==> src/rtl/bus_arbiter_if.sv <==
// ---------------------------------------------------------------------------
// bus_arbiter_if
// TileLink-UL style A/D channel bundle between the two-master arbiter and the
// downstream memory port.
//
//   a_valid    A-channel request valid          (master -> slave)
//   a_ready    A-channel ready                  (slave  -> master)
//   a_opcode   Get = 4, PutFullData = 0         (master -> slave)
//   a_address  request address                  (master -> slave)
//   a_data     write data, zero for Get         (master -> slave)
//   d_valid    D-channel response valid         (slave  -> master)
//   d_ready    D-channel ready                  (master -> slave)
//   d_data     response data                    (slave  -> master)
// ---------------------------------------------------------------------------
interface bus_arbiter_if #(
   parameter int ADDR_W = 64,
   parameter int DATA_W = 64
);
   logic              a_valid;
   logic              a_ready;
   logic [2:0]        a_opcode;
   logic [ADDR_W-1:0] a_address;
   logic [DATA_W-1:0] a_data;
   logic              d_valid;
   logic              d_ready;
   logic [DATA_W-1:0] d_data;

   modport master (
      output a_valid,
      output a_opcode,
      output a_address,
      output a_data,
      output d_ready,
      input  a_ready,
      input  d_valid,
      input  d_data
   );

   modport slave (
      input  a_valid,
      input  a_opcode,
      input  a_address,
      input  a_data,
      input  d_ready,
      output a_ready,
      output d_valid,
      output d_data
   );
endinterface

==> src/rtl/bus_arbiter.sv <==
// ---------------------------------------------------------------------------
// bus_arbiter
// Two-master arbiter in front of a single TileLink-UL port. m0 is an
// instruction-fetch read port with a redirect (kill) input, m1 is a data port
// that can read or write. Exactly one transaction is outstanding at a time.
//
// Ports
//   clk, rst_n        clock, asynchronous active-low reset
//   m0_req/m0_addr    fetch read request, held until m0_gnt
//   m0_kill           drop any outstanding m0 response
//   m0_gnt/m0_rvalid  A-beat accepted / response in rdata (one-cycle pulses)
//   m1_req/m1_we      data-port request, 1 = write (PutFullData), 0 = read
//   m1_addr/m1_wdata  data-port address / write data
//   m1_gnt/m1_rvalid  A-beat accepted / response ready (one-cycle pulses)
//   rdata             registered response data shared by both masters
//   busy              1 whenever the FSM is not IDLE
//   bus               A/D channels to the memory side (master modport)
//
// State   | meaning
// --------+---------------------------------------------------------------
// IDLE    | no transaction; requests sampled, owner picked and captured
// REQ     | A beat presented, held stable until a_ready
// RESP    | waiting for the D beat; rdata captured on d_valid
// ---------------------------------------------------------------------------
module bus_arbiter #(
   parameter int ADDR_W = 64,
   parameter int DATA_W = 64
) (
   input  logic              clk,
   input  logic              rst_n,

   input  logic              m0_req,
   input  logic [ADDR_W-1:0] m0_addr,
   input  logic              m0_kill,
   output logic              m0_gnt,
   output logic              m0_rvalid,

   input  logic              m1_req,
   input  logic              m1_we,
   input  logic [ADDR_W-1:0] m1_addr,
   input  logic [DATA_W-1:0] m1_wdata,
   output logic              m1_gnt,
   output logic              m1_rvalid,

   output logic [DATA_W-1:0] rdata,
   output logic              busy,

   bus_arbiter_if.master     bus
);

   typedef enum logic [1:0] {
      IDLE = 2'd0,
      REQ  = 2'd1,
      RESP = 2'd2
   } state_t;

   localparam logic [2:0] OP_GET = 3'd4;
   localparam logic [2:0] OP_PUT = 3'd0;

   state_t            state_q;
   state_t            state_d;

   // owner/last encoding: 0 = m0, 1 = m1
   logic              owner_q;
   logic              last_q;
   logic              pick;
   logic              take;

   logic [2:0]        op_q;
   logic [ADDR_W-1:0] addr_q;
   logic [DATA_W-1:0] data_q;

   logic              drop_q;
   logic              rvalid0_q;
   logic              rvalid1_q;

   logic              a_fire;
   logic              d_fire;
   logic              kill_hit;

   // ---------------------------------------------------------------------
   // Arbitration: a lone requester wins; on a tie the master not granted
   // last time wins.
   // ---------------------------------------------------------------------
   always_comb begin
      take = m0_req | m1_req;
      pick = 1'b0;
      if (m0_req && m1_req) begin
         pick = ~last_q;
      end else begin
         pick = m1_req;
      end
   end

   assign a_fire   = (state_q == REQ)  && bus.a_ready;
   assign d_fire   = (state_q == RESP) && bus.d_valid;
   assign kill_hit = m0_kill && !owner_q && (state_q != IDLE);

   // ---------------------------------------------------------------------
   // State register
   // ---------------------------------------------------------------------
   always_ff @(posedge clk or negedge rst_n) begin
      if (!rst_n) begin
         state_q <= IDLE;
      end else begin
         state_q <= state_d;
      end
   end

   // ---------------------------------------------------------------------
   // Next-state logic
   // ---------------------------------------------------------------------
   always_comb begin
      state_d = state_q;
      case (state_q)
         IDLE: begin
            if (take) begin
               state_d = REQ;
            end
         end
         REQ: begin
            if (bus.a_ready) begin
               state_d = RESP;
            end
         end
         RESP: begin
            if (bus.d_valid) begin
               state_d = IDLE;
            end
         end
         default: begin
            state_d = IDLE;
         end
      endcase
   end

   // ---------------------------------------------------------------------
   // Output logic. Channel handshakes are pure functions of the state so
   // a_valid and d_ready can never overlap.
   // ---------------------------------------------------------------------
   always_comb begin
      bus.a_valid = 1'b0;
      bus.d_ready = 1'b0;
      busy        = 1'b0;
      m0_gnt      = 1'b0;
      m1_gnt      = 1'b0;
      case (state_q)
         IDLE: begin
            busy = 1'b0;
         end
         REQ: begin
            busy        = 1'b1;
            bus.a_valid = 1'b1;
            m0_gnt      = a_fire && !owner_q;
            m1_gnt      = a_fire &&  owner_q;
         end
         RESP: begin
            busy        = 1'b1;
            bus.d_ready = 1'b1;
         end
         default: begin
            busy = 1'b0;
         end
      endcase
   end

   assign bus.a_opcode  = op_q;
   assign bus.a_address = addr_q;
   assign bus.a_data    = data_q;
   assign m0_rvalid     = rvalid0_q;
   assign m1_rvalid     = rvalid1_q;

   // ---------------------------------------------------------------------
   // Transaction capture. Fields are loaded only in IDLE so they stay
   // stable through REQ even if the requester drops req early.
   // ---------------------------------------------------------------------
   always_ff @(posedge clk or negedge rst_n) begin
      if (!rst_n) begin
         owner_q <= 1'b0;
         last_q  <= 1'b1;
         op_q    <= 3'd0;
         addr_q  <= '0;
         data_q  <= '0;
      end else if ((state_q == IDLE) && take) begin
         owner_q <= pick;
         last_q  <= pick;
         if (pick) begin
            op_q   <= m1_we ? OP_PUT : OP_GET;
            addr_q <= m1_addr;
            data_q <= m1_we ? m1_wdata : '0;
         end else begin
            op_q   <= OP_GET;
            addr_q <= m0_addr;
            data_q <= '0;
         end
      end
   end

   // ---------------------------------------------------------------------
   // Response path. A kill arriving in the same cycle as the D beat must
   // also suppress rvalid, hence kill_hit alongside drop_q.
   // ---------------------------------------------------------------------
   always_ff @(posedge clk or negedge rst_n) begin
      if (!rst_n) begin
         drop_q    <= 1'b0;
         rvalid0_q <= 1'b0;
         rvalid1_q <= 1'b0;
         rdata     <= '0;
      end else begin
         if (state_d == IDLE) begin
            drop_q <= 1'b0;
         end else if (kill_hit) begin
            drop_q <= 1'b1;
         end
         rvalid0_q <= d_fire && !owner_q && !drop_q && !kill_hit;
         rvalid1_q <= d_fire && owner_q;
         if (d_fire) begin
            rdata <= bus.d_data;
         end
      end
   end

endmodule

==> src/flat_wrapper.sv <==
// flat-port wrapper written by rule: the top's interface ports become plain ports
module bus_arbiter_flat 
#(
   parameter int ADDR_W = 64,
   parameter int DATA_W = 64
)
  (clk, rst_n, m0_req, m0_addr, m0_kill, m0_gnt, m0_rvalid, m1_req, m1_we, m1_addr, m1_wdata, m1_gnt, m1_rvalid, rdata, busy, bus_a_valid, bus_a_opcode, bus_a_address, bus_a_data, bus_d_ready, bus_a_ready, bus_d_valid, bus_d_data);
  bus_arbiter_if #(.ADDR_W(ADDR_W), .DATA_W(DATA_W)) bus_i ();
  input  logic clk;
  input  logic rst_n;
  input  logic m0_req;
  input  logic [ADDR_W-1:0] m0_addr;
  input  logic m0_kill;
  output logic m0_gnt;
  output logic m0_rvalid;
  input  logic m1_req;
  input  logic m1_we;
  input  logic [ADDR_W-1:0] m1_addr;
  input  logic [DATA_W-1:0] m1_wdata;
  output logic m1_gnt;
  output logic m1_rvalid;
  output logic [DATA_W-1:0] rdata;
  output logic busy;
  output wire logic [$bits(bus_i.a_valid)-1:0] bus_a_valid;
  output wire logic [$bits(bus_i.a_opcode)-1:0] bus_a_opcode;
  output wire logic [$bits(bus_i.a_address)-1:0] bus_a_address;
  output wire logic [$bits(bus_i.a_data)-1:0] bus_a_data;
  output wire logic [$bits(bus_i.d_ready)-1:0] bus_d_ready;
  input wire logic [$bits(bus_i.a_ready)-1:0] bus_a_ready;
  input wire logic [$bits(bus_i.d_valid)-1:0] bus_d_valid;
  input wire logic [$bits(bus_i.d_data)-1:0] bus_d_data;
  assign bus_a_valid = bus_i.a_valid;
  assign bus_a_opcode = bus_i.a_opcode;
  assign bus_a_address = bus_i.a_address;
  assign bus_a_data = bus_i.a_data;
  assign bus_d_ready = bus_i.d_ready;
  assign bus_i.a_ready = bus_a_ready;
  assign bus_i.d_valid = bus_d_valid;
  assign bus_i.d_data = bus_d_data;
  bus_arbiter #(.ADDR_W(ADDR_W), .DATA_W(DATA_W)) u_core (.clk(clk), .rst_n(rst_n), .m0_req(m0_req), .m0_addr(m0_addr), .m0_kill(m0_kill), .m0_gnt(m0_gnt), .m0_rvalid(m0_rvalid), .m1_req(m1_req), .m1_we(m1_we), .m1_addr(m1_addr), .m1_wdata(m1_wdata), .m1_gnt(m1_gnt), .m1_rvalid(m1_rvalid), .rdata(rdata), .busy(busy), .bus(bus_i));
endmodule
==> config.mk <==
export PLATFORM = sky130hd
export DESIGN_NAME = bus_arbiter_flat
export DESIGN_NICKNAME = d
export VERILOG_FILES = /design/src/rtl/bus_arbiter_if.sv /design/src/rtl/bus_arbiter.sv /design/src/flat_wrapper.sv
export SDC_FILE = /design/constraint.sdc
export NUM_CORES = 1
export LEC_CHECK = 0
export CAP_MARGIN = 0
export CORE_AREA = 2 2 181 183
export DETAILED_ROUTE_END_ITERATION = 10
export DIE_AREA = 0 0 183 185
export PLACE_DENSITY_LB_ADDON = 0.1
export SYNTH_ARGS = -nofsm -noshare
export SYNTH_HDL_FRONTEND = slang
export SYNTH_SLANG_ARGS = --single-unit
==> constraint.sdc <==
create_clock -name clk -period 3.8 [get_ports clk]
set_input_delay 0.76 -clock clk [delete_from_list [all_inputs] [get_ports clk]]
set_output_delay 0.76 -clock clk [all_outputs]
set_load 0.05 [all_outputs]
; Word-level counts from Yosys, hierarchy flattened
; Index checks and enable logic that the tools add are counted.
[op_classes]
eq_ne = 2
reduce_logical = 20
muxes = 17
n_bitwise = 2
[op_table]
columns = operator, n
row1 = 2-to-1 mux 64 bit, 3
row2 = logical AND 1 bit, 12
row3 = 2-to-1 mux 1 bit, 8
row4 = 2-to-1 mux 2 bit, 3
row5 = 2-to-1 mux 3 bit, 2
row6 = one-hot mux 2 bit (3 select lines), 1
row7 = zero test 2 bit, 2
row8 = nonzero test 2 bit, 2
row9 = zero test 1 bit, 3
row10 = "== test 2 x 1 -> 1 bit, second input constant", 1
row11 = "== test 2 bit, second input constant", 1
row12 = OR reduction 2 bit, 1
row13 = inverter 1 bit, 1
row14 = bitwise OR 1 bit, 1
[totals]
out_inout_bits = 202
input_bits = 264
wordCells = 51
ff_bits = 202

; Longest topological paths before layout
[logic_depth]
ltp_word = 5
ltp_mapped = 9
mapped_depth_nobuf = 5

; Least setup slack after synthesis
; Ideal clock, no wire load.
[synth_timing]
path_type = register -> output
start = register u_core.state_q[1]
end = output port m0_gnt
path_stages_with_launch = 4
required_ns = 3.040
path_buffers = 0
arrival_ns = 1.542
setup_slack_ns = 1.498
cell_sequence = dfrtp_1 -> inv_1 -> ha_1 -> and3_1
[synth_via]
elab_chain_len = 4
[synth_rtl]
columns = element, line_no
row1 = "start, declared", bus_arbiter.sv:60  ; state_t state_q;
row2 = "start signal, assigned", bus_arbiter.sv:106  ; state_q <= state_d;
row3 = == test 2 x 1 -> 1 bit *, "bus_arbiter.sv:95, bus_arbiter.sv:147"
row4 = logical AND 1 bit, bus_arbiter.sv:95  ; assign a_fire = (state_q == REQ) && bus.a_ready;
row5 = logical AND 1 bit, bus_arbiter.sv:154  ; m0_gnt = a_fire && !owner_q;
row6 = 2-to-1 mux 1 bit *, bus_arbiter.sv:147  ; case (state_q)
row7 = "end, declared", flat_wrapper.sv:14  ; output logic m0_gnt;
; Mark *: on every way between the ends. The rest lies on a longest branch, timed or not.

; Final worst setup path
[layout_timing]
start = input port bus_a_ready
end = output port m0_gnt
[layout_via]
elab_chain_len = 3
[layout_rtl]
columns = element, line_no
row1 = "start, declared", flat_wrapper.sv:29  ; input wire logic [$bits(bus_i.a_ready)-1:0] bus_a_ready;
row2 = logical AND 1 bit, bus_arbiter.sv:95
row3 = logical AND 1 bit, bus_arbiter.sv:154
row4 = 2-to-1 mux 1 bit, bus_arbiter.sv:147
; No other way between the ends.

==> metrics.yaml <==
status:
  status: "finished clean"
clock_network:
  cts_tree: "built"
  cts_sinks: 200
  cts_root_buffer: "clkbuf_16"
  clockBufferDepth: 2
  cts_buffers: 17
  cts_setup_buffers: 0
  clk_latency_ns: 0.45
  postCtsHoldBufs: 0
  cts_max_level: 4
  cts.clk_slew.worst_paths_ns: 0.07
  cts_resized: 0
sta:
  fin_crit_ns: 3.04
  max_freq_mhz: 329
  fin_tns_setup_ns: 0
  grt_setup_unrepaired: "false"
  min_period_over_period_pct: 80.0
  worst_clock_skew_ns: 0.00969
  worst_slack_ns: 0.760
  hold_viol_final: 0
  worst_pin_slew_ns: 0.703
  finalSetupViolCount: 0
  final_max_slew_viol_count: 0
  relSlewSlack_pct: 53.1
final_layout:
  final_cell_area_um2: 13700
  final_layout_size_suffix_gt1_share_pct: 6.67
  syn2layout_area_growth_pct: 69.1
  layout.nets: 1319
synth:
  syn_area_um2: 8080
  synth-seq-cells: 200
  yosys_warnings: 0
  ys_types: 30
  synth_commonest_cells: "199 x dfrtp_1, 67 x nand2_1, 65 x o21ai_1"
  yosysSeqAreaShare_pct: 61.9
  synth_edf_count: 0
  synthArstFlopShare_pct: 100
  yosysTopAreaCellShare_pct: 61.6
  synth.most_common_cell: "dfrtp_1"
  syn_avg_cell_area_um2: 13.5
  netlist_instances: 600
  synthFlopType: "dfrtp_1"
  synth_largest_area_cell: "dfrtp_1"
  synth_area_leaders: "dfrtp_1 62%, mux2i_1 7.9%, a22o_1 6.9%"
drt:
  drc_errors: 0
  dr.first_iter.drc_count: 249
  ant_nets: 0
  wire_per_inst_um: 18.5
  vias_per_cell: 4.31
  dr.pass1.iters: 4
  via_count: 6345
  wirelength_mm: 27.2
critical_path:
  ff2ff_setup_slack_ns: 1.84
  cp-start-kind: "input pin"
  cp_max_fo: 4
  crit_required_ns: 3.04
  critPathArrivalTime_ns: 2.28
  end_kind: "primary output"
  critPathKind: "input pin to primary output"
placed_design:
  routabilityCongestion: 0.731
  post-dp-hpwl_mm: 20.2
  placed_area_um2: 13100
  io_buffers: 463
  post-place-ws_ns: 0.758
die:
  dieWidth_um: 183
  fp.coreArea_um2: 32000
  start_util_pct: 25.2
  io_pins: 466
  dieArea_um2: 33900
  die_y_um: 185
  rows: 66
grt:
  grt_max_degree: 80
  grt_use_total_pct: 15.9
  grt_overflow_total: 0
  grt_pass1_vias: 6509
  grt_first_pass_wirelength_mm: 40.5
  antenna_found_initial: 1
power_and_ir_drop:
  power_leakage_nw: 5.81
  power_density_nw_per_um2: 932
  ir_worst_vdd_mv: 0.382
min_path:
  hold_class: "input pin to async pin"
flow_run:
  drv_cap: 0
[routing by layer]
metal  vias up  routed length [um]  GRT usage [%]
li1       3047                   -              -
met2       209               14100           27.4
met5         -                   0              0
met3        14                1840           5.56
met1      3075               10900           18.9
met4         0                 357           4.26
[report_power, final]
group,switching (W),internal [W]
clock network,0.000946,0.000946
logic,0.00479,0.00252
registers,0.000487,0.00306
[cell families after synthesis]
| family | count (synthesis) | share of synthesized area (%) |
|---|---|---|
| adder cells (fa/ha/maj) | 4 | 0.619 |
| other | 1 | 0.0464 |
| multiplexers | 128 | 16.8 |
| flip-flops | 200 | 61.9 |
| buffers and inverters | 48 | 4.66 |
| AO/OA/AOI/OAI | 140 | 12.0 |
| AND/OR/NAND/NOR | 79 | 3.92 |
[registers in the layout (all words and copies together) (netlist names)]
signal                flops
u_core.drop_q             1
u_core.m1_rvalid          1
u_core.bus.a_opcode       1
u_core.owner_q            1
u_core.m0_rvalid          1
u_core.state_q            2
u_core.bus.a_data        64
u_core.rdata             64
u_core.last_q             1
u_core.bus.a_address     64
[final timing paths]
kind / start / to / cells past startpoint
max: bus_a_ready / m0_gnt / 3
min reg2reg: u_core.drop_q / u_core.m0_rvalid / 1
min in group clk: u_core.drop_q / u_core.m0_rvalid / 1
max reg2reg: u_core.state_q[0] / u_core.rdata[56] / 5
max in group asynchronous: rst_n / u_core.last_q / 2
min: rst_n / u_core.rdata[6] / 1
[layout by cell type (no fill, tap or decap)]
cell type        netlist  layout
clkdlybuf4s50_1        0     462
dfrtp_1              199     199
nand2_1               67      66
a22o_1                64      64
mux2i_1               64      64
o21ai_1               65      64
mux2_1                44      44
mux2_2                20      20
clkbuf_16              0      17
buf_4                  3       7
inv_6                  0       6
buf_12                 6       6
nor2_1                 5       5
ha_1                   4       4
inv_1                  3       3
nor2b_1                3       3
a21oi_1                3       3
inv_8                  0       3
clkinv_4               0       3
and3_1                 2       2
conb_1                 1       2
clkinv_8               0       2
diode_2                0       1
o21a_1                 1       1
o32ai_1                1       1
a32oi_1                1       1
o21ai_0                1       1
nand2_2                0       1
nor4_1                 1       1
o21ai_4                0       1
and4_2                 0       1
a21boi_4               0       1
a31oi_1                1       1
a32o_1                 1       1
a311oi_1               1       1
bufinv_16              0       1
clkbuf_8               0       1
dfstp_2                1       1
[per-stage QoR]
stage / util (%) / hold slack [ns] / power (W) / cells
after floorplan: - / 0.412 / 0.00829 / 601
after global placement: 40.8 / 0.426 / 0.0110 / 1440
after detailed placement: 40.8 / 0.440 / 0.0110 / 1440
after CTS: 42.6 / 0.360 / 0.0129 / 1472
after global routing: 42.7 / 0.371 / 0.0134 / 1473
final: 42.7 / 0.337 / 0.0127 / 1473
[final cells by class]
type                       instances  area [um^2]
multi-input combinational        353         2730
clock buffer                      17          425
tap                              408          510
inverter                           3         11.3
fill                            3116        18400
timing repair buffer             476         4810
clock inverter                    15          175
sequential                       200         5010
antenna                            1         2.50
[worst max-delay path: stages]
cell and delay [ns]:
clkdlybuf4s50_1 0.53, and3_1 0.18, clkdlybuf4s50_1 0.81
Power figures use the tool's default switching activity.
==> edit 1, RTL diff (config.mk and constraints unchanged) <==
`ADDR_W` is set to 64 in 3 places; all go to 96.
--- a/src/rtl/bus_arbiter_if.sv
+++ b/src/rtl/bus_arbiter_if.sv
@@ -13,7 +13,7 @@
 //   d_data     response data                    (slave  -> master)
 // ---------------------------------------------------------------------------
 interface bus_arbiter_if #(
-   parameter int ADDR_W = 64,
+   parameter int ADDR_W = 96,
    parameter int DATA_W = 64
 );
    logic              a_valid;
--- a/src/rtl/bus_arbiter.sv
+++ b/src/rtl/bus_arbiter.sv
@@ -23,7 +23,7 @@
 // RESP    | waiting for the D beat; rdata captured on d_valid
 // ---------------------------------------------------------------------------
 module bus_arbiter #(
-   parameter int ADDR_W = 64,
+   parameter int ADDR_W = 96,
    parameter int DATA_W = 64
 ) (
    input  logic              clk,
--- a/src/flat_wrapper.sv
+++ b/src/flat_wrapper.sv
@@ -1,7 +1,7 @@
 // flat-port wrapper written by rule: the top's interface ports become plain ports
 module bus_arbiter_flat 
 #(
-   parameter int ADDR_W = 64,
+   parameter int ADDR_W = 96,
    parameter int DATA_W = 64
 )
   (clk, rst_n, m0_req, m0_addr, m0_kill, m0_gnt, m0_rvalid, m1_req, m1_we, m1_addr, m1_wdata, m1_gnt, m1_rvalid, rdata, busy, bus_a_valid, bus_a_opcode, bus_a_address, bus_a_data, bus_d_ready, bus_a_ready, bus_d_valid, bus_d_data);
Ports: changed (resized bus_a_address, m0_addr and m1_addr); port bits go from 466 to 562. No check against the original RTL was run, so the function may have changed too.
==> edit 1 against the original RTL <==
  * Sequential cell count up 32
  * Area after synthesis is 17% higher
  * Highest routed layer is now met5
  * Largest power group unchanged
  * Register-to-register slack worse by 0.26 ns
  * Final area up 19%
  * Worst setup slack worse by 0.029 ns
  * Count of clock-buffer cells in the layout up 27
  * Routed wire length is 26% higher
  * Critical path depth grew 1
  * Total power rose by 22%
==> edit 1: results (changes against the original RTL) <==
Status: finished clean (unchanged). The maximum number of pins on one net before global-route repair is 161 (was 80). Synth top cells by count: 231 x dfrtp_1, 99 x nand2_1, 96 x mux2i_1, 96 x o21ai_1 (was 199 x dfrtp_1, 67 x nand2_1, 65 x o21ai_1, 64 x a22o_1, 64 x mux2i_1). The clock buffer count from CTS is 28 (was 17). The final weighted congestion in routability-driven placement is 0.779 (was 0.731). The data arrival at the endpoint of the critical path is 2.31 ns (was 2.28 ns). The detailed placer's ending HPWL was 25800 µm (was 20200 µm). The met3 track demand over resource is 7.06% (was 5.56%). The insertion delay to the later sink of the worst-skew pair was 0.53 ns (was 0.45 ns). The total vias in the final route is 7800 (was 6345). The number of cells produced by synthesis came to 739 (was 600). The worst clock skew is 0.00566 ns (was 0.00969 ns).

The placement-stage worst setup slack is 0.728 ns (was 0.758 ns). The met1 layer usage reported by global route came to 21.4% (was 18.9%). The power in the clock group was 0.00260 W (was 0.00189 W). The maximum level of the CTS H-tree came out at 1 (was 4).

The maximum clock insertion buffer count came out at 3 (was 2). The first-pass GRT wire length is 49400 µm (was 40500 µm). The count of placed standard cells in the final layout, fillers left out came to 1710 (was 1473). The standard cell area after detailed placement is 15400 µm² (was 13100 µm²).

The start-to-end type of the worst setup path is reg -> out (was in -> out). The combinational gate power was 0.00876 W (was 0.00730 W). The number of unique standard cell types used by synthesis came out at 30 (unchanged). The number of design-rule violations left by the first detailed-router iteration came to 288 (was 249). The total net switching power came out at 0.00734 W (was 0.00622 W).

The global routing met2 resource utilization came out at 34.5% (was 27.4%). The all-layer global routing usage is 19.3% (was 15.9%). The start of the worst register-to-register path is u_core.state_q[1]$_DFF_PN0_ (was u_core.state_q[0]$_DFF_PN0_). The buffer cell driving the clock tree root is clkbuf_16 (unchanged).

The maximum ir drop on the vdd rail was 0.000712 V (was 0.000382 V). Most area-consuming cells after synthesis: dfrtp_1 61%, mux2i_1 10%, mux2_2 7.6% (was dfrtp_1 62%, mux2i_1 7.9%, a22o_1 6.9%). The leakage power total is 6.97 nW (was 5.81 nW). The remaining max-slew budget at the tightest pin was 44.3% (was 53.1%).

The register area share after synthesis came out at 61.3% (was 61.9%). The number of global-route vias before repair is 7855 (was 6509). The layout cell share with drive strength beyond 1 came out at 9.09% (was 6.67%). The number of gates resized after CTS is 0 (unchanged). The initial antenna violation count is 4 (was 1). The flip-flop and latch power is 0.00417 W (was 0.00355 W). The final routed wire length divided by cell count came out at 20.0 µm (was 18.5 µm). The clock slew at the register clock pins of the worst setup and hold paths is 0.05 ns (was 0.07 ns). The number of filler cells placed in the layout came to 2868 (was 3116).
## edit 1: cell type report
| class | count | area share (%) |
|---|---|---|
| clock buffer | 44 | 5.28 |
| antenna | 4 | 0.0613 |
| timing repair buffer | 568 | 35.3 |
| multi-input combinational | 449 | 20.4 |
| inverter | 3 | 0.0690 |
| sequential | 232 | 35.6 |
| tap | 408 | 3.13 |
| clock inverter | 2 | 0.215 |
## edit 1: routing by layer
metal,vias up,wire (µm)
li1,3704,-
met1,3713,12400
met2,329,17600
met3,52,3180
met4,2,1050
met5,-,18
## edit 1: kinds of logic after synthesis
| group | count (synthesis) | synth area share (%) |
|---|---|---|
| muxes | 160 | 17.8 |
| DFF | 232 | 61.3 |
| other | 1 | 0.0396 |
| AOI/OAI and AO/OA | 172 | 11.9 |
| buffers and inverters | 59 | 3.84 |
| adders and majority gates | 4 | 0.528 |
| and+or+nand+nor | 111 | 4.61 |
## edit 1: final timing paths
| path | slack [ns] | end | depth (start not counted) |
|---|---|---|---|
| min reg2reg | 0.44 | u_core.m0_rvalid$_DFF_PN0_ | 1 |
| max | 0.73 | m1_gnt | 4 |
| max in group asynchronous | 2.66 | u_core.bus.a_address[24]$_DFFE_PN0P_ | 2 |
| min | 0.27 | u_core.rdata[45]$_DFFE_PN0N_ | 1 |
| max reg2reg | 1.58 | u_core.bus.a_data[41]$_DFFE_PN0P_ | 5 |
| min in group clk | 0.44 | u_core.m0_rvalid$_DFF_PN0_ | 1 |
## edit 1: metrics by stage
stage                     util, %  hold WS (ns)
after floorplan                 -         0.412
after global placement       48.1         0.425
after detailed placement     48.1         0.432
after CTS                    50.9         0.288
after global routing         50.9         0.329
final                        50.9         0.267
==> edit 2, RTL diff (same settings) <==
Without the edit above. The 3 states of `state_t` get a one-hot encoding in 3 bits.
--- a/src/rtl/bus_arbiter.sv
+++ b/src/rtl/bus_arbiter.sv
@@ -48,10 +48,10 @@
    bus_arbiter_if.master     bus
 );
 
-   typedef enum logic [1:0] {
-      IDLE = 2'd0,
-      REQ  = 2'd1,
-      RESP = 2'd2
+   typedef enum logic [2:0] {
+      IDLE = 3'b001,
+      REQ  = 3'b010,
+      RESP = 3'b100
    } state_t;
 
    localparam logic [2:0] OP_GET = 3'd4;
Check against the original RTL: same outputs for any inputs over 4 cycles, from zero or initial values and one cycle with rst_n low; so few cycles prove little.
==> edit 2 against the original RTL <==
  * Core utilization rose by 0.80 points
  * Routed wire length rose by 6.6%
  * Maximum frequency fell by 9.2%
  * Clock power rose by 27%
  * Worst setup slack got worse by 0.31 ns
  * First-iteration DRC count fell by 10%
  * Final area rose by 1.9%
  * Area after synthesis fell by 0.54%
  * Count of clock-buffer cells in the layout rose by 22
  * Total power rose by 6.1%
  * Via count rose by 3.1%
  * Sequential cell count rose by 1
  * Critical path type is now reg -> out
  * Critical endpoint unchanged
==> edit 2: results (changes against the original RTL) <==
Status: finished clean (unchanged). The initial antenna violation count came out at 0 (was 1). The number of design-rule violations left by the first detailed-router iteration came out at 223 (was 249). Most area-consuming cells after synthesis: dfrtp_1 62%, a22o_1 7.2%, o32ai_1 7.0% (was dfrtp_1 62%, mux2i_1 7.9%, a22o_1 6.9%).

The worst clock skew is 0.0142 ns (was 0.00969 ns). The average vias per placed instance came out at 4.61 (was 4.31). The detailed placer's ending HPWL is 20600 µm (was 20200 µm).

The standard cell area after detailed placement is 13100 µm² (about the same). The maximum level of the CTS H-tree is 1 (was 4). The peak fanout along the critical path is 5 (was 4). The worst setup path startpoint is u_core.state_q[2]$_DFF_PN0_ (was bus_a_ready). The maximum number of pins on one net before global-route repair came to 72 (was 80). The layout cell share with drive strength beyond 1 came out at 11.2% (was 6.67%). The final weighted congestion in routability-driven placement came to 0.744 (was 0.731). The all-layer global routing usage came out at 16.3% (was 15.9%).

Synth top cells by count: 199 x dfrtp_1, 66 x a22o_1, 64 x o32ai_1, 45 x a2bb2oi_1 (was 199 x dfrtp_1, 67 x nand2_1, 65 x o21ai_1, 64 x a22o_1, 64 x mux2i_1). The count of nets after finishing is 1256 (was 1319). The number of cells produced by synthesis came out at 547 (was 600). The met1 layer usage reported by global route came out at 20.0% (was 18.9%). The register-to-register path setup slack came to 1.62 ns (was 1.84 ns).

The final routed wire length divided by cell count came out at 20.4 µm (was 18.5 µm). The endpoint of the worst-slack reg-to-reg timing path is u_core.bus.a_data[54]$_DFFE_PN0P_ (was u_core.rdata[56]$_DFFE_PN0N_). The first-pass GRT wire length came out at 42300 µm (was 40500 µm). The maximum ir drop on the vdd rail is 0.000377 V (was 0.000382 V).

The insertion delay to the later sink of the worst-skew pair is 0.53 ns (was 0.45 ns). The remaining max-slew budget at the tightest pin came out at 35.7% (was 53.1%). The register area share after synthesis came out at 62.6% (was 61.9%). The data arrival at the endpoint of the critical path was 2.59 ns (was 2.28 ns).

The clock buffer count from CTS is 25 (was 17). The number of unique standard cell types used by synthesis came to 33 (was 30).
## edit 2: logic make-up (layout without fill, tap and decap cells)
logic type             after synthesis  count (layout)  synth area share (%)
AND/OR/NAND/NOR                     19              19                  1.53
multiplexers                        64              64                  8.97
other                                1               3                0.0467
flip-flops                         201             201                  62.6
buffers and inverters               61             523                  3.58
AO/OA/AOI/OAI                      201             201                  23.3
## edit 2: power breakdown
part	switching [W]	internal, W
Clock	0.000929	0.00147
Sequential	0.000530	0.00307
Combinational	0.00478	0.00274
## edit 2: how the worst max path moves through the flow
stage	end
2_1_floorplan	m0_gnt
3_3_place_gp	m0_gnt
3_5_place_dp	m0_gnt
4_1_cts	m0_gnt
5_1_grt	m0_gnt
6_report	m0_gnt
## edit 2: layout make-up
class                           instances  area share (%)
Antenna cell                            1          0.0180
Clock buffer                           39            5.30
Clock inverter                          6           0.728
Inverter                                4           0.108
Multi-Input combinational cell        286            19.8
Sequential cell                       201            36.1
Tap cell                              408            3.67
Timing Repair Buffer                  474            34.3
